File: src/rtl/register_write_arbiter.sv
// register_write_arbiter: a round-robin arbiter in front of one shared WIDTH-bit register.
// Each cycle at most one requester gets a grant. The granted requester's data is loaded on the next edge.
// The block also reports which requester performed the last write, and pulses wr_pulse after each write.
// Optional feature: define REG_ARB_LOCK_EN to let a granted requester keep the grant for a while.
// The hold lasts up to 8 consecutive grants.
module register_write_arbiter #(
  parameter int WIDTH   = 8,
  parameter int NUM_REQ = 4,
  parameter int IDX_W   = $clog2(NUM_REQ)
) (
  input  logic                     clk,
  input  logic                     rst_n,
  input  logic [NUM_REQ-1:0]       req,
  input  logic [NUM_REQ*WIDTH-1:0] wdata,
  input  logic [NUM_REQ-1:0]       lock,
  output logic [NUM_REQ-1:0]       gnt,
  output logic [WIDTH-1:0]         out,
  output logic                     out_valid,
  output logic [IDX_W-1:0]         owner,
  output logic                     wr_pulse
);

  logic [WIDTH-1:0] wdata_arr [NUM_REQ];
  logic [IDX_W-1:0] ptr;
  logic [IDX_W-1:0] rr_winner;
  logic             rr_found;
  logic [IDX_W-1:0] winner;
  logic             grant_any;

  // Successor of a requester index, wrapping from NUM_REQ-1 back to 0.
  function automatic logic [IDX_W-1:0] inc_wrap(input logic [IDX_W-1:0] i);
    return (i == IDX_W'(NUM_REQ - 1)) ? '0 : i + 1'b1;
  endfunction

  for (genvar i = 0; i < NUM_REQ; i++) begin : g_unpack
    assign wdata_arr[i] = wdata[i*WIDTH +: WIDTH];
  end

  // Round-robin search: the first requesting index at or after ptr, wrapping modulo NUM_REQ.
  always_comb begin
    // NOTE: every variable gets a default before the search loop, so no latch is inferred.
    rr_found  = 1'b0;
    rr_winner = '0;
    for (int k = 0; k < NUM_REQ; k++) begin
      logic [IDX_W-1:0] idx;
      idx = (int'(ptr) + k >= NUM_REQ) ? IDX_W'(int'(ptr) + k - NUM_REQ) : IDX_W'(int'(ptr) + k);
      if (!rr_found && req[idx]) begin
        rr_found  = 1'b1;
        rr_winner = idx;
      end
    end
  end

`ifdef REG_ARB_LOCK_EN
  localparam logic       ST_ARB    = 1'b0;
  localparam logic       ST_LOCKED = 1'b1;
  localparam logic [3:0] LOCK_CAP  = 4'd8;

  logic             state;
  logic [IDX_W-1:0] lock_w;
  logic [3:0]       lock_cnt;
  logic             lock_exit;

  // While locked, only the lock holder can be granted, and only while it keeps requesting.
  always_comb begin
    winner    = rr_winner;
    grant_any = rr_found;
    if (state == ST_LOCKED) begin
      winner    = lock_w;
      grant_any = req[lock_w];
    end
  end

  // The lock ends when the holder drops lock or req, or when this grant would bring the count to the cap.
  assign lock_exit = !lock[lock_w] || !req[lock_w] || (lock_cnt + 4'd1 == LOCK_CAP);

  // Arbitration state, pointer and lock bookkeeping.
  always_ff @(posedge clk or negedge rst_n) begin
    if (!rst_n) begin
      state    <= ST_ARB;
      ptr      <= '0;
      lock_w   <= '0;
      lock_cnt <= '0;
    end else if (state == ST_ARB) begin
      if (grant_any) begin
        if (lock[winner]) begin
          // The pointer stays put on entry. It moves past the holder when the lock is released.
          state    <= ST_LOCKED;
          lock_w   <= winner;
          lock_cnt <= 4'd1;
        end else begin
          ptr <= inc_wrap(winner);
        end
      end
    end else begin
      if (lock_exit) begin
        state    <= ST_ARB;
        ptr      <= inc_wrap(lock_w);
        lock_cnt <= '0;
      end else begin
        lock_cnt <= lock_cnt + 4'd1;
      end
    end
  end
`else
  logic unused_lock;
  assign unused_lock = ^lock;
  assign winner      = rr_winner;
  assign grant_any   = rr_found;

  // Pointer moves one past each winner, so a requester that was just served goes to the back of the line.
  always_ff @(posedge clk or negedge rst_n) begin
    if (!rst_n) begin
      ptr <= '0;
    end else if (grant_any) begin
      // NOTE: state updates use non-blocking assignments so all flops sample pre-edge values.
      ptr <= inc_wrap(winner);
    end
  end
`endif

  // One-hot grant. It is forced low while reset is asserted.
  always_comb begin
    gnt = '0;
    if (rst_n && grant_any) gnt[winner] = 1'b1;
  end

  // Shared register write: load the granted data, record the writer, and flag the write for one cycle.
  always_ff @(posedge clk or negedge rst_n) begin
    if (!rst_n) begin
      out       <= '0;
      out_valid <= 1'b0;
      owner     <= '0;
      wr_pulse  <= 1'b0;
    end else begin
      wr_pulse <= grant_any;
      if (grant_any) begin
        out       <= wdata_arr[winner];
        owner     <= winner;
        out_valid <= 1'b1;
      end
    end
  end

endmodule

File: config.mk
export PLATFORM = sky130hd
export DESIGN_NAME = register_write_arbiter
export DESIGN_NICKNAME = d
export VERILOG_FILES = /design/src/rtl/register_write_arbiter.sv
export SDC_FILE = /design/constraint.sdc
export NUM_CORES = 1
export LEC_CHECK = 0
export BUFFER_PORTS_ARGS = -buffer_cell sky130_fd_sc_hd__buf_2
export CAP_MARGIN = 25
export CORE_AREA = 2 2 55 57
export DETAILED_ROUTE_END_ITERATION = 7
export DIE_AREA = 0 0 57 59
export PLACE_DENSITY = 0.72
export SLEW_MARGIN = 40
export SYNTH_ARGS = -nofsm -noshare
export SYNTH_HDL_FRONTEND = slang
export SYNTH_SLANG_ARGS = --single-unit
File: constraint.sdc
create_clock -name clk -period 3.4 [get_ports clk]
set_input_delay 1.02 -clock clk [delete_from_list [all_inputs] [get_ports clk]]
set_output_delay 1.02 -clock clk [all_outputs]
set_load 0.03 [all_outputs]
# --- Word-level counts from Yosys, hierarchy flattened ---
# Cells that the tools add are included.
word_totals:
  register_bits: 14
  input_bits: 42
  output_inout_bits: 16
  elab_cells: 61
classes:
  n_addsub: 8
  order_cmp: 11
  n_eq_ne: 1
  n_mux: 27
  n_bitwise: 1
  n_reduce_logical: 8
ops:
  columns: ["op", "n"]
  rows:
  - ["$mux W2", 9]
  - ["$bmux W8 S2", 1]
  - ["$mux W8", 2]
  - ["$lt A2 B3 Y1 const B", 5]
  - ["$ge A3 B3 Y1 const B", 4]
  - ["$mux W1", 9]
  - ["$bmux W1 S2", 4]
  - ["$sub A2 B1 Y2 const B", 4]
  - ["$add A2 B2 Y3 const B", 2]
  - ["$logic_and A1 B1 Y1", 5]
  - ["$mux W4", 1]
  - ["$add A2 B1 Y3 const B", 1]
  - ["$ge A2 B3 Y1 const B", 1]
  - ["$logic_not A1 Y1", 3]
  - ["$not A2 Y3", 1]
  - ["$add A2 B1 Y2 const B", 1]
  - ["$demux W1 S2", 1]
  - ["$eq A2 B2 Y1 const B", 1]
  - ["$ge A2 B1 Y1 const B", 1]

# --- Longest topological paths before layout ---
# Gate-level depths: netlist (run 1).
logic_depth:
  depth_word: 19
  ltp_mapped: 9
  mapped_depth_nobuf: 6

# --- Least setup slack after synthesis (run 1) ---
# Ideal clock, no wire load.
synth_timing:
  path_kind: "in2out"
  start: "input port req[3]"
  end: "output port gnt[0]"
  t_arrival_ns: 2.566
  required_time_ns: 2.380
  setup_slack_ns: -0.186
  path_stages: 7
  n_path_buf: 1
  cell_sequence: "buf_6 nand2b_1 a211oi_1 nor2_1 inv_1 ha_1 and3_1"
synth_via:
  elab_chain_cells: 17
  elab_cells_between_ends: 29
  classes_between: "2 x order compare; 19 x mux; 8 x reduce/logical"
synth_lines:
  columns: ["element", "line_no", "rtl"]
  rows:
  - ["start, declared", "13", "input logic [NUM_REQ-1:0] req,"]
  - ["$bmux W1 S2", "47", "if (!rr_found && req[idx]) begin"]
  - ["$mux W1 (not written as such)", "47", null]
  - ["$mux W1", "47", null]
  - ["$logic_not A1 Y1", "47", null]
  - ["$logic_and A1 B1 Y1", "47", null]
  - ["$mux W1", "47", null]
  - ["$logic_not A1 Y1", "47", null]
  - ["$logic_and A1 B1 Y1", "47", null]
  - ["[2 not listed]", null, null]
  - ["$logic_and A1 B1 Y1", "47", null]
  - ["$mux W2 (*)", "47", null]
  - ["net rr_winner[1]", "25", "logic [IDX_W-1:0] rr_winner;"]
  - ["$lt A2 B3 Y1 (not written as such) / $ge A2 B1 Y1 (equally long branches)", "125", "if (rst_n && grant_any) gnt[winner] = 1'b1;"]
  - ["$logic_and A1 B1 Y1 (not written as such)", "125", null]
  - ["$mux W1 (not written as such)", "125", null]
  - ["$demux W1 S2 (*)", "125", null]
  - ["$mux W4 (*)", "125", null]
  - ["end, declared", "16", "output logic [NUM_REQ-1:0] gnt,"]
# Mark *: on every way through the listed nets, which the timed path passes. The rest lies on a longest branch. The select of a mux whose other input is x is not followed.

# --- Worst setup path after layout (run 1) ---
layout_timing:
  start: "input port req[1]"
  end: "output port gnt[3]"
layout_via:
  elab_cells_between_ends: 29
  classes_between: "2 x order compare; 19 x mux; 8 x reduce/logical"
layout_rtl:
  columns: ["element", "line_no", "rtl"]
  rows:
  - ["$bmux W1 S2", "47", null]
  - ["$mux W1 (not written as such)", "47", null]
  - ["$mux W1", "47", null]
  - ["$logic_not A1 Y1", "47", null]
  - ["$logic_and A1 B1 Y1", "47", null]
  - ["$mux W1", "47", null]
  - ["$logic_not A1 Y1", "47", null]
  - ["$logic_and A1 B1 Y1", "47", null]
  - ["$mux W1", "47", null]
  - ["$logic_not A1 Y1", "47", null]
  - ["$logic_and A1 B1 Y1", "47", null]
  - ["$mux W1 (*)", "47", null]
  - ["net grant_any", "28", "logic grant_any;"]
  - ["$logic_and A1 B1 Y1 (*)", "125", null]
  - ["$mux W4 (*)", "125", null]
# Marked as above.

==> impl_metrics.json, run 1 <==
{
  "whs_ps": 475,
  "syn_nets": 155,
  "hold_class": "reg2reg",
  "clock_sinks": 14,
  "synth_edf_count": 0,
  "portBuffers": 53,
  "ys.flop_type": "dfrtp_1",
  "whs_endpoint": "owner[0]$_DFFE_PN0P_",
  "yosys.area_share.adder": 0.0484,
  "min_period_ps": 3340,
  "use_met3": 0.0502,
  "grt_pass1_vias": 1123,
  "rrSetupSlack_ps": 1560,
  "syn-cell-area_sq_um": 1030,
  "stdcell_area_sq_um": 1470,
  "nets": 221,
  "maxCapViolations": 0,
  "final_hold_viol_count": 0,
  "dp_hpwl_um": 2450,
  "use_met1": 0.211,
  "grtUsageMet2": 0.366,
  "cp_cell_sequence": "buf_2 > buf_4 > nor4_2 > clkinv_2 > and3_2 > clkbuf_4",
  "power.density_nw_per_um2": 712,
  "ant_nets": 0,
  "min-delay-start": "owner[0]$_DFFE_PN0P_",
  "regToRegEndpoint": "out[7]$_DFFE_PN0P_",
  "setup_viol": 0,
  "vdd_drop_max_mv": 0.588,
  "cp_slowest_cell": "nor4_2",
  "post-route-period-util": 0.983,
  "fin_util": 0.543,
  "synth_simple_gate_area_frac": 0.228,
  "cts-root-buf": "clkbuf_4",
  "place_area_sq_um": 1410,
  "critPathMaxFanout": 9,
  "path_clk_slew_ps": 90,
  "grt_setup_unrepaired": "false",
  "cp_num_cells": 6,
  "post_drt_wl_per_cell_um": 15.3,
  "synth-async-reset-ratio": 1.00,
  "cts_tree": "yes",
  "crit_arrival_ps": 2320,
  "critical_path_buf_inv_count": 4,
  "routed_wl_um": 3130,
  "synth_top_family_by_area": "compound AO/OA/AOI/OAI gates",
  "synth_seq_cells": 14,
  "worstSetupPathType": "in2out",
  "initial_utilization": 0.381,
  "die_h_um": 59,
  "synth-compound-area-share": 0.245,
  "drv_slew": 0,
  "fmax_mhz": 299,
  "yosys_warnings": 0,
  "ios": 58,
  "antenna_cells": 0,
  "p_total_mw": 1.05,
  "end_kind": "primary output",
  "skew_ps": 2.05,
  "cp_top_family": "buffers and inverters",
  "vias": 1133,
  "die_area_sq_um": 3360,
  "max_slew_margin": 0.713,
  "worstSetupStartpointType": "primary input",
  "status": "complete, no violations",
  "cts_buffer_depth": 2,
  "routabilityCongestion": 0.801,
  "drt_iter0_markers": 11,
  "htreeDepth": 1,
  "synth.mux.area_fraction": 0.0775,
  "critical_path.startpoint": "req[1]",
  "drtPass1Iterations": 4,
  "top_usage_layer": "met2",
  "rows": 19,
  "syn_inst": 109,
  "synth_xor_area_frac": 0,
  "drc": 0,
  "grt_pass1_wl_um": 5000,
  "cts_buffers": 3,
  "tightestPinTransition_ps": 426,
  "ys_seq_area_frac": 0.339,
  "grt_start_max_net_pins": 19,
  "reg2reg_depth": 7,
  "r2r_start": "ptr[1]$_DFFE_PN0P_",
  "die_x_um": 57,
  "grt-ovfl-total": 0,
  "hold_path_depth": 2,
  "area_growth_pct": 42.5,
  "core_area_sq_um": 2710,
  "ys_types": 31,
  "antenna_found_initial": 0,
  "clk_latency_ps": 280,
  "grtUsageTotal": 0.194,
  "required_ps": 2380,
  "viasPerCell": 5.53,
  "drive_gt1_frac": 0.494,
  "synth.avg_cell_area_sq_um": 9.48,
  "leakage_nw": 0.731,
  "cp_slowest_stage_delay_ps": 380
}
## sequential cells by signal, summed over array words and instances, names as in the netlist
register	count
ptr	2
out_valid	1
owner	2
wr_pulse	1
out	8
## worst max path at each step
stage	endpoint	slack [ps]
4_1_cts	gnt[1]	20
6_report	gnt[3]	60
5_1_grt	gnt[0]	7
3_5_place_dp	gnt[1]	-70
3_3_place_gp	gnt[1]	4
2_1_floorplan	gnt[0]	-10
## metrics by stage
step | setup TNS (ps) | setup WS (ps) | std cells
6_report | 0 | 59.1 | 205
3_5_place_dp | -135 | -68.8 | 201
3_3_place_gp | 0 | 4.48 | 201
5_1_grt | 0 | 6.98 | 205
2_1_floorplan | -9.72 | -9.72 | 109
4_1_cts | 0 | 22.2 | 205
## area by class of cell
type / instances / area [sq um]
Fill cell: 251 / 1240
Multi-Input combinational cell: 86 / 662
Timing Repair Buffer: 67 / 373
Sequential cell: 14 / 350
Tap cell: 31 / 38.8
Clock buffer: 4 / 36.3
Inverter: 3 / 12.5
## worst reg2reg max path, cell delays in order (launching register included)
cell      delay [ps]
dfrtp_1          490
nor2b_4          180
o21a_1           220
nor3_4           210
buf_4            160
buf_4            120
mux2i_1          220
o211ai_1         110
## cell usage in the layout (no fill, tap or decap), types with 2 or more instances in the layout
master,n
buf_2,52
nand2_1,14
dfrtp_1,14
buf_4,14
mux2i_1,8
nor2_1,7
nand4_1,6
o31ai_1,6
a211o_1,6
o211ai_1,6
a211oi_1,4
ha_1,4
clkbuf_4,4
nor2b_1,2
nand2b_1,2
and3_4,2
and3_2,2
o31a_1,2
## routing by layer
layer  vias up  routed length (um)
met5         -                   0
met4         0                  17
li1        543                   -
met2        38                1790
met3         4                 150
met1       548                1180
## Yosys cell counts, types with 2 or more instances
| library cell | n | area (sq um) |
|---|---|---|
| buf_6 | 4 | 45.0 |
| nand2b_1 | 3 | 18.8 |
| nor2_1 | 8 | 30.0 |
| dfrtp_1 | 14 | 350 |
| mux2i_1 | 8 | 80.1 |
| ha_1 | 4 | 50.1 |
| nor2b_1 | 2 | 12.5 |
| inv_1 | 2 | 7.51 |
| o211ai_1 | 6 | 45.0 |
| nand4_1 | 6 | 37.5 |
| and3_1 | 4 | 25.0 |
| a211o_1 | 6 | 52.6 |
| o31ai_1 | 6 | 45.0 |
| nand2_1 | 14 | 52.6 |
| a211oi_1 | 5 | 37.5 |
| o31a_1 | 2 | 17.5 |
## power by group
part	switching [mW]	internal [mW]	total [mW]
logic	0.380	0.255	0.636
registers	0.0553	0.234	0.289
clock network	0.0593	0.0652	0.125
## timing repair
| item | 4_1_cts | 5_1_grt |
|---|---|---|
| hold buffers | 0 | 0 |
| gates resized for setup | 2 | 5 |
| setup buffers | 0 | 0 |
| endpoints found under the hold margin | 0 | 0 |
| pin swaps | 0 | 3 |
| setup endpoints to repair | 3 | 4 |
## kinds of logic (layout without fill, tap and decap cells)
group                    count (synthesis)  count (layout)
AO/OA/AOI/OAI                           31              31
multiplexers                             8               8
adder cells (fa/ha/maj)                  4               4
AND/OR/NAND/NOR                         43              43
buffers and inverters                    9              74
flip-flops                              14              14
No activity file was read; power rests on OpenSTA's default activity.
==> inputs of run 2 (changes only) <==
==> constraint.sdc (replaced) <==
create_clock -name clk -period 3.4 [get_ports clk]
set_input_delay 0.17 -clock clk [delete_from_list [all_inputs] [get_ports clk]]
set_output_delay 0.17 -clock clk [all_outputs]
set_load 0.03 [all_outputs]
==> impl_metrics.json, run 2 (synthesis results as in run 1) <==
{
  "status": "complete, no violations",
  "drc": 0,
  "initial_utilization": 0.381,
  "portBuffers": 53,
  "fillCellCount": 283,
  "ios": 58,
  "end_kind": "primary output",
  "tightestPinTransition_ps": 501,
  "drive_gt1_frac": 0.396,
  "setup_tns_ps": 0,
  "maxCapViolations": 0,
  "required_ps": 3230,
  "drtPass1Iterations": 4,
  "grt_pass1_wl_um": 4750,
  "clock_power_share": 0.130,
  "max_slew_margin": 0.666,
  "leakage_nw": 0.675,
  "die_area_sq_um": 3360,
  "fmax_mhz": 400,
  "largestRegisters": "out x8, owner x2, ptr x2",
  "drt_iter0_markers": 24,
  "layout_commonest_cell": "buf_2",
  "min_period_ps": 2500,
  "power.density_nw_per_um2": 713,
  "grt_start_max_net_pins": 19,
  "largest_reg_flops": 8,
  "seq_area_sq_um": 350,
  "cts_buffers": 3,
  "cts_tree": "yes",
  "seqPwrFrac": 0.292,
  "largest-register": "out",
  "die_h_um": 59,
  "skew_ps": 4.81,
  "clock_sinks": 14,
  "cp_slowest_cell": "dfrtp_1",
  "post_cts_buffers": 0,
  "clk_latency_ps": 280,
  "htreeDepth": 1,
  "dp_hpwl_um": 2200,
  "vias": 1054,
  "switchingPower_mw": 0.462,
  "core_area_sq_um": 2710,
  "hold_class": "in2reg",
  "p_comb_frac": 0.579,
  "final_cell_mix": "buf_2 (53), nand2_1 (14), dfrtp_1 (14)",
  "grt_setup_unrepaired": "false",
  "path_clk_slew_ps": 100,
  "cts_buffer_depth": 2,
  "crit_arrival_ps": 2330,
  "multi_input_comb_area_sq_um": 624,
  "post_drt_wl_per_cell_um": 14.4,
  "cp_cell_sequence": "nor2b_4 > o21a_1 > nor3_4 > inv_1 > ha_1 > and3_1 > buf_2",
  "netSwitchingFraction": 0.477,
  "rows": 19,
  "worstSetupStartpointType": "flip-flop",
  "nets": 211,
  "ant_nets": 0,
  "final_hold_viol_count": 0,
  "setup_viol": 0,
  "antenna_cells": 0,
  "routed_wl_um": 2810,
  "die_x_um": 57,
  "post-route-period-util": 0.735,
  "grt-ovfl-total": 0,
  "worstSetupPathType": "reg2out",
  "antenna_found_initial": 0,
  "area_growth_pct": 31.5,
  "drv_slew": 0,
  "cp_slowest_stage_delay_ps": 470,
  "cts-root-buf": "clkbuf_4",
  "routabilityCongestion": 0.757,
  "fin_cells": 195,
  "grt_pass1_vias": 1012,
  "internal_power_mw": 0.507,
  "critPathMaxFanout": 9,
  "post-place-cells": 190,
  "grtUsageTotal": 0.183,
  "viasPerCell": 5.41,
  "vdd_drop_max_mv": 0.440
}
[run 2: cell count changes in the layout (fill, tap and decap cells not counted), sizes merged]
| cell | change |
|---|---|
| dlygate4sd3 | +1 |
| clkbuf | -1 |
| buf | -10 |
[run 2: worst max-delay path, delay by kind of cell (launching register included)]
kind            cells  cell delay [ps]
fa+ha+maj           1              220
compound gates      1              300
flops               1              470
buf+inv             2              320
simple gates        3              730
[run 2: routing by layer]
metal | part of all wire | GRT usage
met4 | 0.011 | 0.0498
met3 | 0.082 | 0.0393
met2 | 0.46 | 0.305
met5 | 0 | 0
met1 | 0.44 | 0.242
[run 2: what timing repair did]
action	4_1_cts	5_1_grt
resized for setup	0	0
hold buffers	1	0
hold endpoints to repair	14	0
[run 2: final timing paths]
path	cells past startpoint	slack (ps)	startpoint	to
min in group asynchronous	2	330	rst_n	out[7]$_DFFE_PN0P_
max in group asynchronous	2	2780	rst_n	out[5]$_DFFE_PN0P_
worst max-delay path	7	900	ptr[1]$_DFFE_PN0P_	gnt[0]
worst min-delay path	3	190	wdata[5]	out[5]$_DFFE_PN0P_
worst max register to register	6	1310	ptr[1]$_DFFE_PN0P_	out[2]$_DFFE_PN0P_
worst min register to register	1	470	out_valid$_DFFE_PN0P_	out_valid$_DFFE_PN0P_
[run 2: power by group through the flow]
stage / sequential (mW) / clock [mW] / combinational, mW
2_1_floorplan: 0.388 / 0 / 0.322
3_3_place_gp: 0.282 / 0 / 0.551
3_5_place_dp: 0.286 / 0 / 0.566
4_1_cts: 0.284 / 0.129 / 0.568
5_1_grt: 0.294 / 0.136 / 0.616
6_report: 0.283 / 0.126 / 0.561
[run 2: layout make-up]
class | instances | share of cell area
Inverter | 3 | 0.00829
Multi-Input combinational cell | 86 | 0.459
Clock buffer | 4 | 0.0267
Tap cell | 31 | 0.0285
Sequential cell | 14 | 0.258
Timing Repair Buffer | 57 | 0.219
[run 2: through the flow]
stage | utilization | power, mW | hold WS, ps | area [sq um] | setup WS [ps]
after floorplan | - | 0.710 | -126 | 1030 | 1360
after global placement | 0.484 | 0.833 | 96.2 | 1310 | 1270
final | 0.501 | 0.969 | 195 | 1360 | 901
after CTS | 0.501 | 0.982 | 192 | 1360 | 887
after global routing | 0.501 | 1.05 | 202 | 1360 | 714
after detailed placement | 0.484 | 0.852 | 114 | 1310 | 1220
==> inputs of run 3 (changes only) <==
--- a/config.mk
+++ b/config.mk
@@ -7,10 +7,10 @@
 export LEC_CHECK = 0
 export BUFFER_PORTS_ARGS = -buffer_cell sky130_fd_sc_hd__buf_2
 export CAP_MARGIN = 25
-export CORE_AREA = 2 2 55 57
+export CORE_AREA = 2 2 52 54
 export DETAILED_ROUTE_END_ITERATION = 7
-export DIE_AREA = 0 0 57 59
-export PLACE_DENSITY = 0.72
+export DIE_AREA = 0 0 54 56
+export PLACE_DENSITY = 0.77
 export SLEW_MARGIN = 40
 export SYNTH_ARGS = -nofsm -noshare
 export SYNTH_HDL_FRONTEND = slang
==> constraint.sdc (replaced) <==
create_clock -name clk -period 2.6 [get_ports clk]
set_input_delay 0.13 -clock clk [delete_from_list [all_inputs] [get_ports clk]]
set_output_delay 0.13 -clock clk [all_outputs]
set_load 0.03 [all_outputs]
==> impl_metrics.json, run 3 (synthesis results as in run 1) <==
{
  "status": "complete, no violations",
  "post_cts_buffers": 0,
  "layout_commonest_cell": "buf_2",
  "cts_hold_buf": 1,
  "post-place-cells": 190,
  "worstSetupPathType": "reg2out",
  "area_growth_pct": 32.1,
  "crit_arrival_ps": 2220,
  "power.density_nw_per_um2": 930,
  "cp_slowest_stage_delay_ps": 470,
  "cts_buffer_depth": 2,
  "setup_viol": 0,
  "die_x_um": 54,
  "min-delay-start": "wdata[6]",
  "ant_nets": 0,
  "largest_reg_flops": 8,
  "whs_ps": 153,
  "clk_latency_ps": 290,
  "dp_hpwl_um": 2170,
  "hold_class": "in2reg",
  "nets": 212,
  "viasPerCell": 5.50,
  "grt_start_max_net_pins": 19,
  "cp_cell_sequence": "nor3b_1 > a211oi_1 > buf_4 > nor2_1 > inv_1 > ha_1 > and3_1 > buf_2",
  "critPathMaxFanout": 9,
  "vdd_drop_max_mv": 0.553,
  "die_area_sq_um": 3020,
  "initial_utilization": 0.425,
  "end_kind": "primary output",
  "cts-root-buf": "clkbuf_4",
  "antenna_found_initial": 0,
  "drt_iter0_markers": 23,
  "cp_slowest_cell": "dfrtp_1",
  "cts_tree": "yes",
  "leakage_nw": 0.680,
  "fin_cells": 195,
  "fin_util": 0.561,
  "largestRegisters": "out x8, owner x2, ptr x2",
  "clock_sinks": 14,
  "grt_setup_unrepaired": "false",
  "drive_gt1_frac": 0.400,
  "routed_wl_um": 2750,
  "drv_slew": 0,
  "hold_path_depth": 3,
  "htreeDepth": 1,
  "min_period_ps": 2350,
  "skew_ps": 1.38,
  "multi_input_comb_area_sq_um": 624,
  "grt-ovfl-total": 0,
  "regToRegEndpoint": "out[1]$_DFFE_PN0P_",
  "cts_buffers": 3,
  "rrSetupSlack_ps": 610,
  "worstSetupStartpointType": "flip-flop",
  "critical_path.startpoint": "ptr[1]$_DFFE_PN0P_",
  "tightestPinTransition_ps": 448,
  "whs_endpoint": "out[6]$_DFFE_PN0P_",
  "grtUsageTotal": 0.194,
  "drc": 0,
  "setup_tns_ps": 0,
  "ios": 58,
  "vias": 1072,
  "max_slew_margin": 0.700,
  "maxCapViolations": 0,
  "post_cts_resized": 0,
  "portBuffers": 53,
  "final_cell_mix": "buf_2 (53), nand2_1 (14), dfrtp_1 (14)",
  "post_drt_wl_per_cell_um": 14.1,
  "fillCellCount": 226,
  "core_area_sq_um": 2430,
  "final_hold_viol_count": 0,
  "largest-register": "out",
  "fmax_mhz": 426,
  "die_h_um": 56,
  "grt_pass1_wl_um": 4400,
  "path_clk_slew_ps": 80,
  "required_ps": 2470,
  "drtPass1Iterations": 4,
  "grt_pass1_vias": 995,
  "r2r_start": "ptr[1]$_DFFE_PN0P_",
  "rows": 18,
  "reg2reg_depth": 6,
  "post-route-period-util": 0.903,
  "antenna_cells": 0,
  "seq_area_sq_um": 350,
  "routabilityCongestion": 0.880
}
run 3: cell count changes in the layout (fill, tap and decap cells not counted):
| cell | previous run | this run |
|---|---|---|
| buf_4 | 3 | 4 |
run 3: per-layer routing:
| layer | vias to the layer above | global-route usage | wire length, um |
|---|---|---|---|
| li1 | 520 | - | - |
| met4 | 0 | 0.0429 | 9 |
| met2 | 50 | 0.324 | 1370 |
| met3 | 2 | 0.0484 | 227 |
| met1 | 500 | 0.245 | 1150 |
| met5 | - | 0 | 0 |
run 3: metrics by stage:
stage	power [mW]	instance area [sq um]	setup slack (ps)
after global routing	1.36	1370	43.9
after CTS	1.28	1370	252
after floorplan	0.929	1030	602
after global placement	1.09	1320	648
after detailed placement	1.12	1320	579
final	1.27	1370	253
run 3: worst max path at each step:
stage	to	slack, ps	cells after the start
finish	gnt[0]	250	8
global route	gnt[0]	40	8
CTS	gnt[0]	250	8
detailed placement	gnt[0]	580	8
global placement	gnt[0]	650	7
floorplan	gnt[0]	600	9
run 3: area by class of cell:
cell class	instances	area share
clock buffers	4	0.0266
inverters	3	0.00825
multi-input cells	86	0.457
well taps	30	0.0275
flip-flops and latches	14	0.257
repair buffers	58	0.224
run 3: power by group:
group	total [mW]	leakage, nW	internal [mW]	switching (mW)
clock	0.158	0.0210	0.0854	0.0723
sequential	0.373	0.160	0.306	0.0669
combinational	0.739	0.499	0.274	0.465
total	1.27	0.680	0.665	0.605
run 3: worst max-delay path, delay by kind of cell, from the launching register on:
kind / cells / cell delay [ps]
flops: 1 / 470
simple gates: 3 / 670
buf+inv: 3 / 490
compound gates: 1 / 70
fa+ha+maj: 1 / 200
